File: src/rtl/music_output_stage.sv
// Output stage for the YM music player: centres the 10-bit PSG sample, applies master volume with
// vblank-timed fade ramps and mute. Optional MUSIC_DCBLOCK_EN replaces fixed centring with an adaptive DC estimate.
module music_output_stage #(
  parameter int FADE_CNT_W = 8,
  parameter int OUT_SHIFT  = 2
) (
  input  logic        clk,
  input  logic        reset,
  input  logic        ce_2,
  input  logic        vblank,
  input  logic [1:0]  addr,
  input  logic [7:0]  data_in,
  input  logic        write,
  input  logic [9:0]  sound_in,
  output logic [15:0] audio_out,
  output logic        fade_busy
);

  typedef enum logic {IDLE, RAMP} state_t;

  // Wide enough to compare counter+1 against the 8-bit rate without wrap.
  localparam int CMP_W = ((FADE_CNT_W > 8) ? FADE_CNT_W : 8) + 1;

  state_t                state;
  logic [7:0]            target;
  logic [7:0]            rate;
  logic [7:0]            cur_vol;
  logic                  mute;
  logic                  vblank_last;
  logic [FADE_CNT_W-1:0] cnt;
  logic signed [10:0]    s1;

  logic                  tick;
  logic                  wr_target;
  logic                  wr_rate;
  logic                  wr_ctrl;
  logic [7:0]            tgt_eff;
  logic [7:0]            stepped;
  logic                  step_due;
  logic signed [10:0]    centred;
  logic signed [19:0]    product;
  logic signed [19:0]    scaled;

  assign tick      = vblank && !vblank_last;
  assign wr_target = write && (addr == 2'd0);
  assign wr_rate   = write && (addr == 2'd1);
  assign wr_ctrl   = write && (addr == 2'd2);

  // A target write landing with a tick steps toward the new target.
  assign tgt_eff  = wr_target ? data_in : target;
  assign stepped  = (tgt_eff > cur_vol) ? cur_vol + 8'd1 : cur_vol - 8'd1;
  assign step_due = (CMP_W'(cnt) + CMP_W'(1)) == CMP_W'(rate);

  // NOTE: all state below uses non-blocking assignments so every branch sees pre-edge values.
  always_ff @(posedge clk) begin
    if (reset) begin
      state       <= IDLE;
      target      <= 8'd0;
      rate        <= 8'd0;
      mute        <= 1'b0;
      cur_vol     <= 8'd0;
      cnt         <= '0;
      fade_busy   <= 1'b0;
      vblank_last <= 1'b0;
    end else begin
      vblank_last <= vblank;
      if (wr_target) target <= data_in;
      if (wr_rate)   rate   <= data_in;
      if (wr_ctrl)   mute   <= data_in[0];

      unique case (state)
        IDLE: begin
          if (wr_target) begin
            if (rate == 8'd0) begin
              cur_vol <= data_in;
            end else if (data_in != cur_vol) begin
              state     <= RAMP;
              cnt       <= '0;
              fade_busy <= 1'b1;
            end
          end
        end
        RAMP: begin
          if (wr_rate && (data_in == 8'd0)) begin
            cur_vol   <= target;
            cnt       <= '0;
            state     <= IDLE;
            fade_busy <= 1'b0;
          end else if (tgt_eff == cur_vol) begin
            cnt       <= '0;
            state     <= IDLE;
            fade_busy <= 1'b0;
          end else if (tick) begin
            if (step_due) begin
              cnt     <= '0;
              cur_vol <= stepped;
              if (stepped == tgt_eff) begin
                state     <= IDLE;
                fade_busy <= 1'b0;
              end
            end else begin
              cnt <= cnt + FADE_CNT_W'(1);
            end
          end
        end
      endcase
    end
  end

`ifdef MUSIC_DCBLOCK_EN
  logic [17:0]        acc;
  logic signed [11:0] diff;

  assign diff = $signed({2'b00, sound_in}) - $signed({2'b00, acc[17:8]});

  always_comb begin
    if (diff > 12'sd511)        centred = 11'sd511;
    else if (diff < -12'sd512)  centred = 11'b100_0000_0000;
    else                        centred = diff[10:0];
  end

  // Leaky integrator: acc[17:8] tracks the mean of sound_in with a 256-sample time constant.
  always_ff @(posedge clk) begin
    if (reset)     acc <= 18'd131072;
    else if (ce_2) acc <= acc + 18'(sound_in) - 18'(acc[17:8]);
  end
`else
  assign centred = $signed({1'b0, sound_in} - 11'd512);
`endif

  assign product = 20'(s1) * $signed({12'b0, cur_vol});
  assign scaled  = product >>> OUT_SHIFT;

  always_ff @(posedge clk) begin
    if (reset) begin
      s1        <= '0;
      audio_out <= 16'd0;
    end else if (ce_2) begin
      s1        <= centred;
      audio_out <= mute ? 16'd0 : scaled[15:0];
    end
  end

endmodule
File: config.mk
export PLATFORM = sky130hd
export DESIGN_NAME = music_output_stage
export DESIGN_NICKNAME = d
export VERILOG_FILES = /design/src/rtl/music_output_stage.sv
export SDC_FILE = /design/constraint.sdc
export NUM_CORES = 1
export LEC_CHECK = 0
export ABC_AREA = 1
export BUFFER_PORTS_ARGS = -buffer_cell sky130_fd_sc_hd__buf_2
export CAP_MARGIN = 5
export CORE_ASPECT_RATIO = 1.5
export CORE_MARGIN = 8
export CORE_UTILIZATION = 49
export CTS_CLUSTER_DIAMETER = 200
export DETAILED_ROUTE_END_ITERATION = 16
export GPL_ROUTABILITY_DRIVEN = 0
export PLACE_DENSITY = 0.67
export SLEW_MARGIN = 20
export SYNTH_ARGS = -nofsm -noshare
export SYNTH_HDL_FRONTEND = slang
export SYNTH_SLANG_ARGS = --single-unit
File: constraint.sdc
create_clock -name clk -period 6.7 [get_ports clk]
set_input_delay 0.67 -clock clk [delete_from_list [all_inputs] [get_ports clk]]
set_output_delay 0.67 -clock clk [all_outputs]
set_load 0.02 [all_outputs]
==> results.tsv <==
stage	metric	value	unit
outcome	status	finished, final reports clean	
critical_path	Arr. time, crit path	5090	ps
floorplanning	Core Area	13400	um^2
critical_path	crit path to	audio_out[15]	
placed_design	cell count after placement	1140	
final_layout	# nets final	1128	
global_route	gr usage total	0.193	
critical_path	r2r startpoint	cur_vol[0]	
floorplanning	IO Count	42	
floorplanning	Die Y	159	um
critical_path	Worst Path Required	6890	ps
synth	synth cell count leaders	nand2_1, inv_1, nor2_1	
sta	Setup-failing EPs final	0	
routing	vias per cell	5.21	
floorplanning	Die ar.	17700	um^2
critical_path	WP buf/inv	3	
sta	Setup TNS	0	ps
global_route	initial antenna violation count	0	
synth	Top FF cell, synth	dfxtp_1	
critical_path	CP most frequent cell	nand2_1	
sta	worst-margin pin slew	795	ps
cts	Root Driver	clkbuf_16	
sta	clk_skew	6.15	ps
sta	Slew headroom	0.470	
cts	post-cts resize count	0	
sta	Final Hold Viols	0	
global_route	vias in the first global route	6298	
synth	mapped cell area	6700	um^2
final_layout	P&R area growth vs syn	8.37	%
cts	Clock Latency Late Sink	340	ps
critical_path	R2R setup slack	1800	ps
global_route	largest net degree at the start of global routing	36	
critical_path	Critical Path End Type	flop	
critical_path	Reg2Reg Depth	19	
synth	EDFF count, synth	0	
critical_path	cell family with most CP delay	adder cells	
power	overall power	2.10	mW
critical_path	RR Endpoint	audio_out[15]	
synth	most frequent cell after synthesis	nand2_1	
critical_path	Crit path depth	19	
cts	number of buffers added for setup after CTS	0	
run	max cap viols	0	
synth	cell taking the most area after synthesis	fa_1	
critical_path	Slowest cell on crit path	dfxtp_1	
synth	flops & latches, synth	62	
routing	antenna-violating nets left	0	
placed_design	Port Buffers	41	
global_route	first-pass GRT wire length	28400	um
critical_path	crit path launch type	flop	
routing	post-detailed-route wirelength per cell	14.3	um
synth	Post-Syn Nets	1107	
critical_path	critical path class	flop to flop	
final_layout	layout cell share with drive strength beyond 1	0.0936	
sta	RSZ-0062 raised after global routing	false	
sta	fin crit period	4900	ps
floorplanning	die width	111	um
critical_path	Slowest Stage Delay on Critical Path	710	ps
placed_design	dpl hpwl	13100	um
global_route	gr ovfl total	0	
cts	clk sinks	62	
critical_path	Critical Path Fanout Max	16	
cts	TritonCTS clock tree	yes	
sta	Pins Over Slew Limit	0	
cts	htree depth	3	
synth	Yosys warning count	0	
routing	wirelength, routed	16500	um
synth	Mapped Cells	968	
synth	post-synthesis sequential area ratio	0.185	
cts	hold-fix buffers at CTS	0	
sta	fmax	204	MHz
routing	via count	6025	
sta	Tcrit/Tclk final	0.731	
final_layout	Filler cells	1389	
final_layout	Non-Filler Instances	1156	
cts	Clock transition at path regs	60	ps
synth	syn avg cell area	6.92	um^2
worst_hold_path	Min-Delay Path Class	flop to flop	
routing	drt initial violations	249	
routing	First-pass DRT Iterations	4	
synth	proportion of netlist area held by the largest area contributor	0.194	
power	Peak VDD IR	0.180	mV
synth	Netlist cell types	45	
worst_hold_path	Worst Hold Path Cells	2	
cts	Max clock buf depth	2	
routing	DR DRC count	0	
synth	Synth area leaders	fa_1, dfxtp_1, nand2_1	
power	Pleak	3.98	nW
final_layout	antenna cells	0	
critical_path	CP Cell Sequence	nand2_1 > inv_1 > fa_1 > fa_1 > inv_1 > fa_1 > inv_1 > fa_1 > ha_1 > nand2_1 > nor2_1 > nand4_1 > nand4_1 > nand2_1 > nand2_1 > nand2_1 > a21o_1 > nand3_1 > a21oi_1	
floorplanning	initial cell density of the core	0.500	
power	pwr dens	290	nW/um^2
floorplanning	num rows	52	
synth	ys async rst share	0	
critical_path	Worst Setup SP	cur_vol[0]	
cts	Num CTS Buffers	9	
==> per-layer routing <==
metal,GRT usage,wire (um),vias up
met4,0.0925,590,0
li1,-,-,3035
met5,0,0,-
met2,0.365,8840,117
met3,0.0321,620,49
met1,0.198,6480,2824
==> worst min path at each step <==
stage | start | endpoint | slack, ps
floorplan | mute | mute | 420
global placement | mute | mute | 440
detailed placement | mute | mute | 440
CTS | mute | mute | 450
global route | audio_out[14] | audio_out[14] | 470
finish | mute | mute | 450
==> metrics by stage <==
step                worst slack (ps)  instance area [um^2]  utilization  hold slack (ps)
finish                          1800                  7260        0.542              448
global route                    1410                  7260        0.542              469
CTS                             1770                  7260        0.542              451
detailed placement              1780                  6980        0.521              441
global placement                1810                  6980        0.521              437
floorplan                       2330                  6700            -              424
==> worst reg2reg max path: stages, from the launching register on <==
cell     delay (ps)
dfxtp_1         710
nand2_1         220
inv_1           160
fa_1            580
fa_1            590
inv_1            50
fa_1            470
inv_1            60
fa_1            470
ha_1            390
nand2_1          80
nor2_1          180
nand4_1         150
nand4_1         170
nand2_1          70
nand2_1          60
nand2_1          60
a21o_1          150
nand3_1          60
a21oi_1          60
==> power breakdown <==
group / switching [mW] / internal (mW) / total [mW]
combinational: 0.730 / 0.410 / 1.14
sequential: 0.104 / 0.416 / 0.520
clock: 0.191 / 0.251 / 0.442
==> area by class of cell <==
class / instances / area (um^2) / area share
Multi-Input combinational cell: 656 / 4510 / 0.621
Sequential cell: 62 / 1240 / 0.171
Inverter: 217 / 815 / 0.112
Clock buffer: 9 / 225 / 0.0310
Timing Repair Buffer: 43 / 220 / 0.0303
Tap cell: 162 / 203 / 0.0279
Clock inverter: 7 / 50.0 / 0.00689
==> cells in the final DEF (no fill, tap or decap), drive strengths merged, types with 2 or more instances in the layout <==
cell      Yosys  final
nand2       237    237
inv         215    216
nor2         74     74
fa           65     65
dfxtp        62     62
a21oi        58     58
nand3        55     55
o21ai        53     53
ha           49     49
buf           5     43
nand4        24     24
clkbuf       28      9
xor2          6      6
o22ai         6      6
xnor2         5      5
clkinv        2      5
a21o          4      4
a31oi         4      4
or2           3      3
clkinvlp      0      3
nor3          3      3
o211ai        2      2
==> cell families (layout without fill, tap and decap cells) <==
family / after synthesis / in the layout / synth area share
xor gates and xnor gates: 11 / 11 / 0.0144
buffers and inverters: 250 / 276 / 0.142
adders and majority gates: 114 / 114 / 0.286
AOI/OAI and AO/OA: 131 / 131 / 0.109
and+or+nand+nor: 400 / 400 / 0.264
DFF: 62 / 62 / 0.185
==> state kept, by name, indices dropped and copies added, names as in the netlist <==
name / flops
audio_out: 16
cnt: 8
cur_vol: 8
fade_busy: 1
mute: 1
rate: 8
s1: 10
state: 1
target: 8
vblank_last: 1
Note: power is estimated with default switching activity, not from simulation.
